<file path="src/rtl/tluh_pkg.sv">
// -----------------------------------------------------------------------------
// tluh_pkg
//   Shared TL-UH definitions: bus geometry, A/D opcodes, the host-to-device and
//   device-to-host channel structs, and helpers that derive burst lengths from
//   an A-channel request.
//   No ports (package).
// -----------------------------------------------------------------------------
package tluh_pkg;

   localparam int unsigned TL_DW    = 32;
   localparam int unsigned TL_DBW   = TL_DW / 8;
   localparam int unsigned TL_LGDBW = $clog2(TL_DBW);
   localparam int unsigned TL_AW    = 32;
   localparam int unsigned TL_SZW   = 4;
   localparam int unsigned TL_AIW   = 8;

   typedef enum logic [2:0] {
      PutFullData    = 3'h0,
      PutPartialData = 3'h1,
      ArithmeticData = 3'h2,
      LogicalData    = 3'h3,
      Get            = 3'h4,
      Intent         = 3'h5
   } tluh_a_op_e;

   typedef enum logic [2:0] {
      AccessAck     = 3'h0,
      AccessAckData = 3'h1,
      HintAck       = 3'h2
   } tluh_d_op_e;

   typedef struct packed {
      logic              a_valid;
      tluh_a_op_e        a_opcode;
      logic [2:0]        a_param;
      logic [TL_SZW-1:0] a_size;
      logic [TL_AIW-1:0] a_source;
      logic [TL_AW-1:0]  a_address;
      logic [TL_DBW-1:0] a_mask;
      logic [TL_DW-1:0]  a_data;
      logic              d_ready;
   } tluh_h2d_t;

   typedef struct packed {
      logic              d_valid;
      tluh_d_op_e        d_opcode;
      logic [2:0]        d_param;
      logic [TL_SZW-1:0] d_size;
      logic [TL_AIW-1:0] d_source;
      logic              d_error;
      logic [TL_DW-1:0]  d_data;
      logic              a_ready;
   } tluh_d2h_t;

   // Number of data beats needed to move 2**size bytes over the data bus.
   function automatic int unsigned tluh_beats(input logic [TL_SZW-1:0] size);
      if (32'(size) <= TL_LGDBW) return 1;
      return (32'd1 << size) / TL_DBW;
   endfunction

   function automatic logic tluh_a_has_data(input tluh_a_op_e op);
      return op inside {PutFullData, PutPartialData, ArithmeticData, LogicalData};
   endfunction

   function automatic logic tluh_d_has_data(input tluh_a_op_e op);
      return op inside {Get, ArithmeticData, LogicalData};
   endfunction

endpackage

</file>
<file path="src/rtl/tluh_rr_arbiter.sv">
// -----------------------------------------------------------------------------
// tluh_rr_arbiter
//   Combinational request selector. Picks the first requester searching upward
//   from rr_ptr_i (mod NumHosts). With TLUH_ARB_FIXED_PRIO_EN defined the
//   pointer input is removed and the lowest requesting index always wins.
// Ports
//   req_i     in   NumHosts  request vector
//   rr_ptr_i  in   IdxW      search start (round-robin build only)
//   gnt_o     out  NumHosts  one-hot winner
//   idx_o     out  IdxW      winner index
//   valid_o   out  1         some request present
// -----------------------------------------------------------------------------
module tluh_rr_arbiter #(
   parameter  int unsigned NumHosts = 4,
   localparam int unsigned IdxW     = $clog2(NumHosts)
) (
   input  logic [NumHosts-1:0] req_i,
`ifndef TLUH_ARB_FIXED_PRIO_EN
   input  logic [IdxW-1:0]     rr_ptr_i,
`endif
   output logic [NumHosts-1:0] gnt_o,
   output logic [IdxW-1:0]     idx_o,
   output logic                valid_o
);

   always_comb begin
      logic [IdxW-1:0] j;
      gnt_o   = '0;
      idx_o   = '0;
      valid_o = 1'b0;
      j       = '0;
      for (int unsigned i = 0; i < NumHosts; i++) begin
`ifdef TLUH_ARB_FIXED_PRIO_EN
         j = IdxW'(i);
`else
         if (32'(rr_ptr_i) + i >= NumHosts) j = IdxW'(32'(rr_ptr_i) + i - NumHosts);
         else                               j = IdxW'(32'(rr_ptr_i) + i);
`endif
         if (!valid_o && req_i[j]) begin
            valid_o  = 1'b1;
            idx_o    = j;
            gnt_o[j] = 1'b1;
         end
      end
   end

endmodule

</file>
<file path="src/rtl/tluh_host_arbiter.sv">
// -----------------------------------------------------------------------------
// tluh_host_arbiter
//   Shares one TL-UH device port among NumHosts hosts. A grant is held for a
//   whole transaction (all A beats and all D beats); only one transaction is
//   outstanding at the device. Round-robin by default; define
//   TLUH_ARB_FIXED_PRIO_EN for fixed priority (lowest index wins).
// Ports
//   clk_i    in   1                      clock
//   rst_ni   in   1                      async active-low reset
//   tl_h_i   in   tluh_h2d_t[NumHosts]   host requests
//   tl_h_o   out  tluh_d2h_t[NumHosts]   host responses
//   tl_d_o   out  tluh_h2d_t             request to device
//   tl_d_i   in   tluh_d2h_t             response from device
//   gnt_o    out  NumHosts               one-hot current owner (0 when idle)
// -----------------------------------------------------------------------------
module tluh_host_arbiter
   import tluh_pkg::*;
#(
   parameter int unsigned NumHosts = 4,
   parameter int unsigned BeatW    = 8
) (
   input  logic                clk_i,
   input  logic                rst_ni,
   input  tluh_h2d_t           tl_h_i [NumHosts],
   output tluh_d2h_t           tl_h_o [NumHosts],
   output tluh_h2d_t           tl_d_o,
   input  tluh_d2h_t           tl_d_i,
   output logic [NumHosts-1:0] gnt_o
);

   localparam int unsigned IdxW = $clog2(NumHosts);

   typedef enum logic {IDLE, BUSY} arb_state_t;

   arb_state_t          state_q, state_d;
   logic [IdxW-1:0]     gnt_idx_q, gnt_idx_d;
   logic [BeatW-1:0]    a_left_q, a_left_d;
   logic [BeatW-1:0]    d_left_q, d_left_d;
`ifndef TLUH_ARB_FIXED_PRIO_EN
   logic [IdxW-1:0]     rr_ptr_q, rr_ptr_d;
`endif

   logic [NumHosts-1:0] req;
   logic [NumHosts-1:0] arb_gnt;
   logic [IdxW-1:0]     arb_idx;
   logic                arb_valid;
   logic                a_ack, d_ack;
   int unsigned         req_beats;

   always_comb begin
      for (int unsigned i = 0; i < NumHosts; i++) req[i] = tl_h_i[i].a_valid;
   end

   tluh_rr_arbiter #(
      .NumHosts (NumHosts)
   ) u_rr_arbiter (
      .req_i    (req),
`ifndef TLUH_ARB_FIXED_PRIO_EN
      .rr_ptr_i (rr_ptr_q),
`endif
      .gnt_o    (arb_gnt),
      .idx_o    (arb_idx),
      .valid_o  (arb_valid)
   );

   assign req_beats = tluh_beats(tl_h_i[arb_idx].a_size);

   // Channel routing and handshakes.
   always_comb begin
      tl_d_o = '0;
      gnt_o  = '0;
      for (int unsigned i = 0; i < NumHosts; i++) tl_h_o[i] = '0;
      unique case (state_q)
         IDLE: begin
            if (arb_valid) begin
               tl_d_o         = tl_h_i[arb_idx];
               tl_d_o.d_ready = 1'b0;
            end
            for (int unsigned i = 0; i < NumHosts; i++)
               tl_h_o[i].a_ready = arb_gnt[i] & tl_d_i.a_ready;
         end
         BUSY: begin
            gnt_o[gnt_idx_q]          = 1'b1;
            tl_d_o                    = tl_h_i[gnt_idx_q];
            tl_d_o.a_valid            = tl_h_i[gnt_idx_q].a_valid && (a_left_q != '0);
            tl_h_o[gnt_idx_q]         = tl_d_i;
            tl_h_o[gnt_idx_q].a_ready = tl_d_i.a_ready && (a_left_q != '0);
         end
      endcase
      a_ack = tl_d_o.a_valid & tl_d_i.a_ready;
      d_ack = tl_d_o.d_ready & tl_d_i.d_valid;
   end

   // Next state. Release is judged on the post-update counters so that the
   // last A beat and the last D beat may complete in either order or together.
   always_comb begin
      state_d   = state_q;
      gnt_idx_d = gnt_idx_q;
      a_left_d  = a_left_q;
      d_left_d  = d_left_q;
`ifndef TLUH_ARB_FIXED_PRIO_EN
      rr_ptr_d  = rr_ptr_q;
`endif
      unique case (state_q)
         IDLE: begin
            if (a_ack) begin
               state_d   = BUSY;
               gnt_idx_d = arb_idx;
               a_left_d  = tluh_a_has_data(tl_h_i[arb_idx].a_opcode) ?
                           BeatW'(req_beats - 1) : '0;
               d_left_d  = tluh_d_has_data(tl_h_i[arb_idx].a_opcode) ?
                           BeatW'(req_beats) : BeatW'(1);
            end
         end
         BUSY: begin
            if (a_ack) a_left_d = a_left_q - BeatW'(1);
            if (d_ack && (d_left_q != '0)) d_left_d = d_left_q - BeatW'(1);
            if ((a_left_d == '0) && (d_left_d == '0)) begin
               state_d = IDLE;
`ifndef TLUH_ARB_FIXED_PRIO_EN
               rr_ptr_d = (gnt_idx_q == IdxW'(NumHosts - 1)) ? '0 : gnt_idx_q + IdxW'(1);
`endif
            end
         end
      endcase
   end

   always_ff @(posedge clk_i or negedge rst_ni) begin
      if (!rst_ni) begin
         state_q   <= IDLE;
         gnt_idx_q <= '0;
         a_left_q  <= '0;
         d_left_q  <= '0;
`ifndef TLUH_ARB_FIXED_PRIO_EN
         rr_ptr_q  <= '0;
`endif
      end else begin
         state_q   <= state_d;
         gnt_idx_q <= gnt_idx_d;
         a_left_q  <= a_left_d;
         d_left_q  <= d_left_d;
`ifndef TLUH_ARB_FIXED_PRIO_EN
         rr_ptr_q  <= rr_ptr_d;
`endif
      end
   end

endmodule
</file>
<file path="config.mk">
export PLATFORM = sky130hd
export DESIGN_NAME = tluh_host_arbiter
export DESIGN_NICKNAME = d
export VERILOG_FILES = /design/src/rtl/tluh_pkg.sv /design/src/rtl/tluh_rr_arbiter.sv /design/src/rtl/tluh_host_arbiter.sv
export SDC_FILE = /design/constraint.sdc
export NUM_CORES = 1
export LEC_CHECK = 0
export CAP_MARGIN = 0
export CORE_AREA = 4 4 277 279
export CTS_CLUSTER_DIAMETER = 30
export CTS_CLUSTER_SIZE = 25
export DETAILED_ROUTE_END_ITERATION = 8
export DIE_AREA = 0 0 281 283
export PLACE_DENSITY = 0.36
export SLEW_MARGIN = 25
export SYNTH_ARGS = -nofsm -noshare
export SYNTH_HDL_FRONTEND = slang
export SYNTH_HIERARCHICAL = 1
export SYNTH_SLANG_ARGS = --single-unit
</file>
<file path="constraint.sdc">
create_clock -name clk_i -period 5 [get_ports clk_i]
set_input_delay 0.5 -clock clk_i [delete_from_list [all_inputs] [get_ports clk_i]]
set_output_delay 0.5 -clock clk_i [all_outputs]
set_load 0.05 [all_outputs]
</file>
==> summary.txt <==
Run status
  – Outcome: complete, no violations

Power
  – P_sw: 0.006914 W
  – Worst VDD drop: 0.3797 mV
  – Sequential share of power: 4.1%
  – Cell area power density: 653.8 nW/µm²
  – Internal: 0.004103 W
  – Combinational share of power: 94.3%
  – Switching share of power: 62.76%
  – Clk pwr share: 1.6%
  – Leak Pwr: 6.404 nW

Timing
  – FMAX: 215.8 MHz
  – Final setup vio count: 0
  – Slew @ Worst Pin: 0.7591 ns
  – Setup TNS: 0 ns
  – Worst Slack Setup Final: 0.3655 ns
  – Final worst-path cycle share: 92.69%
  – Worst slew margin: 49.39%
  – Final Max Slew Viols: 0
  – Worst Skew: 0.003379 ns
  – RSZ-0062 raised after global routing: no
  – Tmin final: 4.634 ns
  – Hold Fails Final Rpt: 0

Setup path
  – Crit path required time: 4.50 ns
  – Data arrival time of the worst path: 4.13 ns
  – Setup slack, reg-to-reg: 0.75 ns
  – Worst Reg-to-Reg Cells: 12
  – CP Capture Type: output pin
  – CP max FO: 19
  – Startpoint Class: input port
  – Critical path class: in2out

Route
  – Initial detailed-routing violation count: 552
  – Via-to-Cell Ratio: 4.474
  – DRT Wirelength: 68.56 mm
  – Vias: 10,990
  – Post-DR wirelength/cell: 27.91 µm
  – ANT nets after route: 0
  – DR DRC count: 0
  – DRT Pass-1 Iters: 4

Synth
  – Syn_nets: 1,263
  – Synth warn: 6
  – Synth Instances: 843
  – Mapped Area: 8658 µm²
  – Yosys reg bits: 21
  – Post-synth EDFFs: 0
  – Mean post-synth cell area: 10.27 µm²
  – Distinct cells, synth: 61
  – Primary FF master, synth: dfrtp_1
  – Seq/Total Area, Yosys: 6.069%
  – Biggest area consumer among synthesized cells: mux4_2
  – Top cell type's share of synthesized area: 46.04%
  – Synth top area cells: mux4_2 46%, and3_1 15%, a22o_1 8.8%, dfrtp_1 6.1%, clkbuf_1 3.9%
  – Synth async-reset ratio: 100.0%

Finish
  – # fillers: 8,005
  – Share of cells above drive strength 1: 20.84%
  – Most common cell after layout, fill and taps aside: clkdlybuf4s50_1
  – Nets: 1,894
  – Non-filler cells, final: 2,456
  – FF/Latch Area: 536.8 µm²
  – Multi-input logic area: 7649 µm²
  – Layout area overhead: 94.62%
  – Highest-count cells in the layout ignoring fill and taps: 639 x clkdlybuf4s50_1, 209 x and3_1, 177 x mux4_2, 95 x buf_4, 87 x a22o_1

Clock tree
  – Num Clock Sinks: 21
  – CTS root buffer: clkbuf_16
  – Num CTS Buffers: 3
  – Clock Pin Slew Worst Setup and Hold Paths: 0.06 ns
  – Clock latency on the worst-skew pair: 0.26 ns
  – TritonCTS clock tree: done
  – Clk buf depth: 2
  – Post-CTS setup buffer count: 0
  – Post-CTS Hold Fix Bufs: 0
  – H-tree Lvls: 1
  – Count of cells resized by post-cts repair: 0

Die
  – Die Y: 283 µm
  – Core area: 74,200 µm²
  – Die area: 79,520 µm²
  – IO Pins: 711
  – Initial Utilization: 11.67%
  – DIE WIDTH: 281 µm
  – FP Rows: 100

Placement
  – DP Wirelength: 57.21 mm
  – Dpl cells: 2,438
  – Setup WS pre-CTS: 0.2363 ns
  – I/O Buffers: 710
  – Gpl congestion: 0.8668

Global route
  – GRT overflow: 0
  – Antenna violations before repair: 39
  – Number of global-route vias before repair: 11,330
  – Largest net degree at the start of global routing: 192
  – First-pass GRT wire length: 93.12 mm
  – GRT Util Overall: 16.27%

Min path
  – Class of the worst hold path: reg2reg
  – Min-Delay Path Depth: 2

Flow run
  – MaxCap Viol Count: 0
[registers in the layout, summed over array words and instances (netlist names)]
signal and count:
a_left_q 8, d_left_q 8, gnt_idx_q 2, rr_ptr_q 2, state_q 1
[area by class of cell]
type	count	area share, %
inverter	13	0.2896
multi-input combinational	692	45.39
timing repair buffer	743	43.26
clock buffer	3	0.4455
antenna	14	0.2079
tap	969	7.195
sequential	21	3.185
clock inverter	1	0.02970
[power by group through the flow]
stage | Clock, W | Sequential (W) | Combinational (W)
detailed placement | 0 | 0.000469 | 0.0105
global route | 0.000191 | 0.000482 | 0.0109
global placement | 0 | 0.000462 | 0.0105
floorplan | 0 | 0.000300 | 0.00698
finish | 0.000177 | 0.000454 | 0.0104
CTS | 0.000184 | 0.000465 | 0.0105
[cell families (layout without fill, tap and decap cells)]
logic type | Yosys count | after routing | synth area share [%]
flip-flops | 21 | 21 | 6.069
other | 0 | 14 | 0
AND/OR/NAND/NOR | 317 | 317 | 22.14
XOR/XNOR | 7 | 7 | 0.7081
multiplexers | 189 | 189 | 47.86
adder cells (fa/ha/maj) | 13 | 13 | 1.879
AO/OA/AOI/OAI | 166 | 166 | 15.38
buffers and inverters | 130 | 760 | 5.968
[worst max-delay path: stages]
cell             delay, ns
clkdlybuf4s50_1       0.54
mux4_2                0.68
nor4b_4               0.45
nor2_1                0.10
a32o_4                0.40
buf_12                0.22
mux4_2                0.30
a22o_1                0.19
clkdlybuf4s50_1       0.72
[synthesized netlist by cell type (5+ instances only)]
| cell type | count |
|---|---|
| and3_1 | 209 |
| mux4_2 | 177 |
| clkbuf_1 | 90 |
| a22o_1 | 87 |
| nand2_1 | 24 |
| nor2_1 | 24 |
| o21ai_0 | 22 |
| dfrtp_1 | 21 |
| buf_1 | 19 |
| ha_1 | 13 |
| inv_1 | 13 |
| a21oi_1 | 12 |
| a22oi_1 | 11 |
| nor3_1 | 8 |
| a32o_1 | 7 |
| and2_1 | 7 |
| mux2i_1 | 6 |
| buf_2 | 5 |
| nand2b_1 | 5 |
| nand3_1 | 5 |
| o221ai_1 | 5 |
[worst paths after layout]
check                            start           end
setup reg to reg           rr_ptr_q[0]   rr_ptr_q[1]
max in group asynchronous       rst_ni  gnt_idx_q[1]
hold reg to reg            d_left_q[1]   d_left_q[1]
hold / removal             d_left_q[1]   d_left_q[1]
min in group asynchronous       rst_ni   d_left_q[1]
setup / recovery           tl_h_i[175]    tl_d_o[29]
[per-layer routing]
metal	global-route usage [%]	routed length (µm)
met1	17.47	24730
met2	30.31	35490
met3	6.653	7085
met4	2.382	1141
met5	0	111
[stage by stage]
step                power, W  cell area (µm²)  utilization (%)  hold WS [ns]
global placement     0.01101            16740            22.56        0.5355
detailed placement   0.01097            16740            22.56        0.5478
floorplan           0.007279             8658                -        0.2044
CTS                  0.01119            16820            22.66        0.5633
finish               0.01102            16850            22.71        0.5521
global route         0.01156            16820            22.67        0.5829
No activity file was read; power rests on OpenSTA's default activity.
==> patch (same flow settings) <==
Build with the macro `TLUH_ARB_FIXED_PRIO_EN` defined.
--- a/src/rtl/tluh_rr_arbiter.sv
+++ b/src/rtl/tluh_rr_arbiter.sv
@@ -11,4 +11,6 @@
 //   valid_o   out  1         some request present
 // -----------------------------------------------------------------------------
+`define TLUH_ARB_FIXED_PRIO_EN
+
 module tluh_rr_arbiter #(
    parameter  int unsigned NumHosts = 4,
Check against the original RTL: not settled (the Yosys comparison gave no result); the edit may change what the design does.
==> patch against the original RTL <==
- routed wire length down 18%
- cell area down 2.6%
- setup slack better by 0.56 ns
- clock power up 2%
- synthesized area shrank 7.3%
- total power decreased by 10%
- sequential cell count fell by 2
- critical endpoint is now tl_d_o[26]
- sequential power rose by 15%
- non-clock buffer count decreased by 7
- synthesized cell count decreased by 7.4%
- hold slack worse by 0.35 ns
==> patch: results (changes against the original RTL) <==
| Metric | Value |
|---|---|
| Status | `finished, final reports clean (unchanged)` |
| Layout Utilization | `22.12% (was 22.71%)` |
| R2R Path Start | `state_q$_DFF_PN0_ (was rr_ptr_q[0]$_DFFE_PN0P_)` |
| Post-Place Setup Slack | `0.8775 ns (was 0.2363 ns)` |
| Final wirelength | `55,920 µm (was 68,560 µm)` |
| Reg2Reg Depth | `7 (was 12)` |
| Hold crit path type | `in2async (was reg2reg)` |
| Starting DRT DRC Count | `372 (was 552)` |
| Skew final | `0.002770 ns (was 0.003379 ns)` |
| Slew margin rel. | `36.74% (was 49.39%)` |
| Top area cells in the synthesized netlist | `mux4_2, and2_1, a22o_1 (was mux4_2, and3_1, a22o_1)` |
| Final hold slack | `0.2060 ns (was 0.5521 ns)` |
| VDD IR max | `0.2783 mV (was 0.3797 mV)` |
| Largest regs | `a_left_q x8, d_left_q x8, gnt_idx_q x2 (was a_left_q x8, d_left_q x8)` |
| Vias in the first global route | `10,740 (was 11,330)` |
| Drt pass-1 iters | `5 (was 4)` |
| Crit Path Max Fanout | `26 (was 19)` |
| Synth cell count leaders | `mux4_2, and2_1, a22o_1, clkbuf_1, and3_1 (was and3_1, mux4_2, clkbuf_1, a22o_1)` |
| Global-route wire length before repair | `79,710 µm (was 93,120 µm)` |
| Metal1 wirelength | `21,630 µm (was 24,730 µm)` |
| Mapped Nets | `1,190 (was 1,263)` |
| Post-Syn Area | `8030 µm² (was 8658 µm²)` |
| DPL Wire Length | `45,570 µm (was 57,210 µm)` |
| Largest net degree at the start of global routing | `59 (was 192)` |
| Antenna violations before repair | `6 (was 39)` |
| Tot GR Track Use | `13.36% (was 16.27%)` |
| R2r endpoint | `state_q$_DFF_PN0_ (was rr_ptr_q[1]$_DFFE_PN0P_)` |
| Gpl congestion | `0.8186 (was 0.8668)` |
| Seq/Total Area, Yosys | `5.921% (was 6.069%)` |
| Nets | `1,834 (was 1,894)` |
-- patch: cell types whose count changed in the layout (fill, tap and decap cells not counted), sizes merged, moves of 6 or more --
cell           delta
a32o              -7
and3            -152
buf              -75
nor3              +6
ha               -11
diode            -10
clkdlybuf4s50    +68
a22oi            -10
and2            +154
a21oi            +11
-- patch: worst max-delay path by stage --
stage                                  start           to  slack [ns]  depth (start not counted)
floorplan           gnt_idx_q[0]$_DFFE_PN0P_  tl_h_o[159]        1.71                          6
global placement                 tl_h_i[263]   tl_d_o[49]        0.87                          8
detailed placement               tl_h_i[263]   tl_d_o[49]        0.88                          8
CTS                              tl_h_i[263]   tl_d_o[49]        0.86                          8
global route                     tl_h_i[263]   tl_d_o[12]        0.77                          8
finish                           tl_h_i[263]   tl_d_o[26]        0.93                          8
-- patch: metal layers --
| layer | global-route usage [%] | vias to the layer above |
|---|---|---|
| li1 | - | 4465 |
| met1 | 15.47 | 5019 |
| met2 | 25.24 | 411 |
| met3 | 3.401 | 27 |
| met4 | 1.660 | 2 |
| met5 | 0 | - |
-- patch: layout make-up --
cell class,count,area share [%]
Timing Repair Buffer,736,45.34
Clock buffer,4,0.4802
Tap cell,969,7.386
Antenna cell,4,0.06098
Inverter,9,0.2058
Sequential cell,19,2.965
Multi-Input combinational cell,656,43.56
-- patch: logic make-up after synthesis --
kind of cell,share of synthesized area [%]
AOI/OAI and AO/OA,14.46
xor gates and xnor gates,0.3273
adders and majority gates,0.3116
buffers and inverters,5.578
DFF,5.921
muxes,50.16
and+or+nand+nor,23.25
-- patch: power by group --
group | switching, W | leakage [nW] | internal (W)
Clock | 0.0000715 | 0.0382 | 0.000109
Sequential | 0.000293 | 0.223 | 0.000227
Combinational | 0.00575 | 5.37 | 0.00347
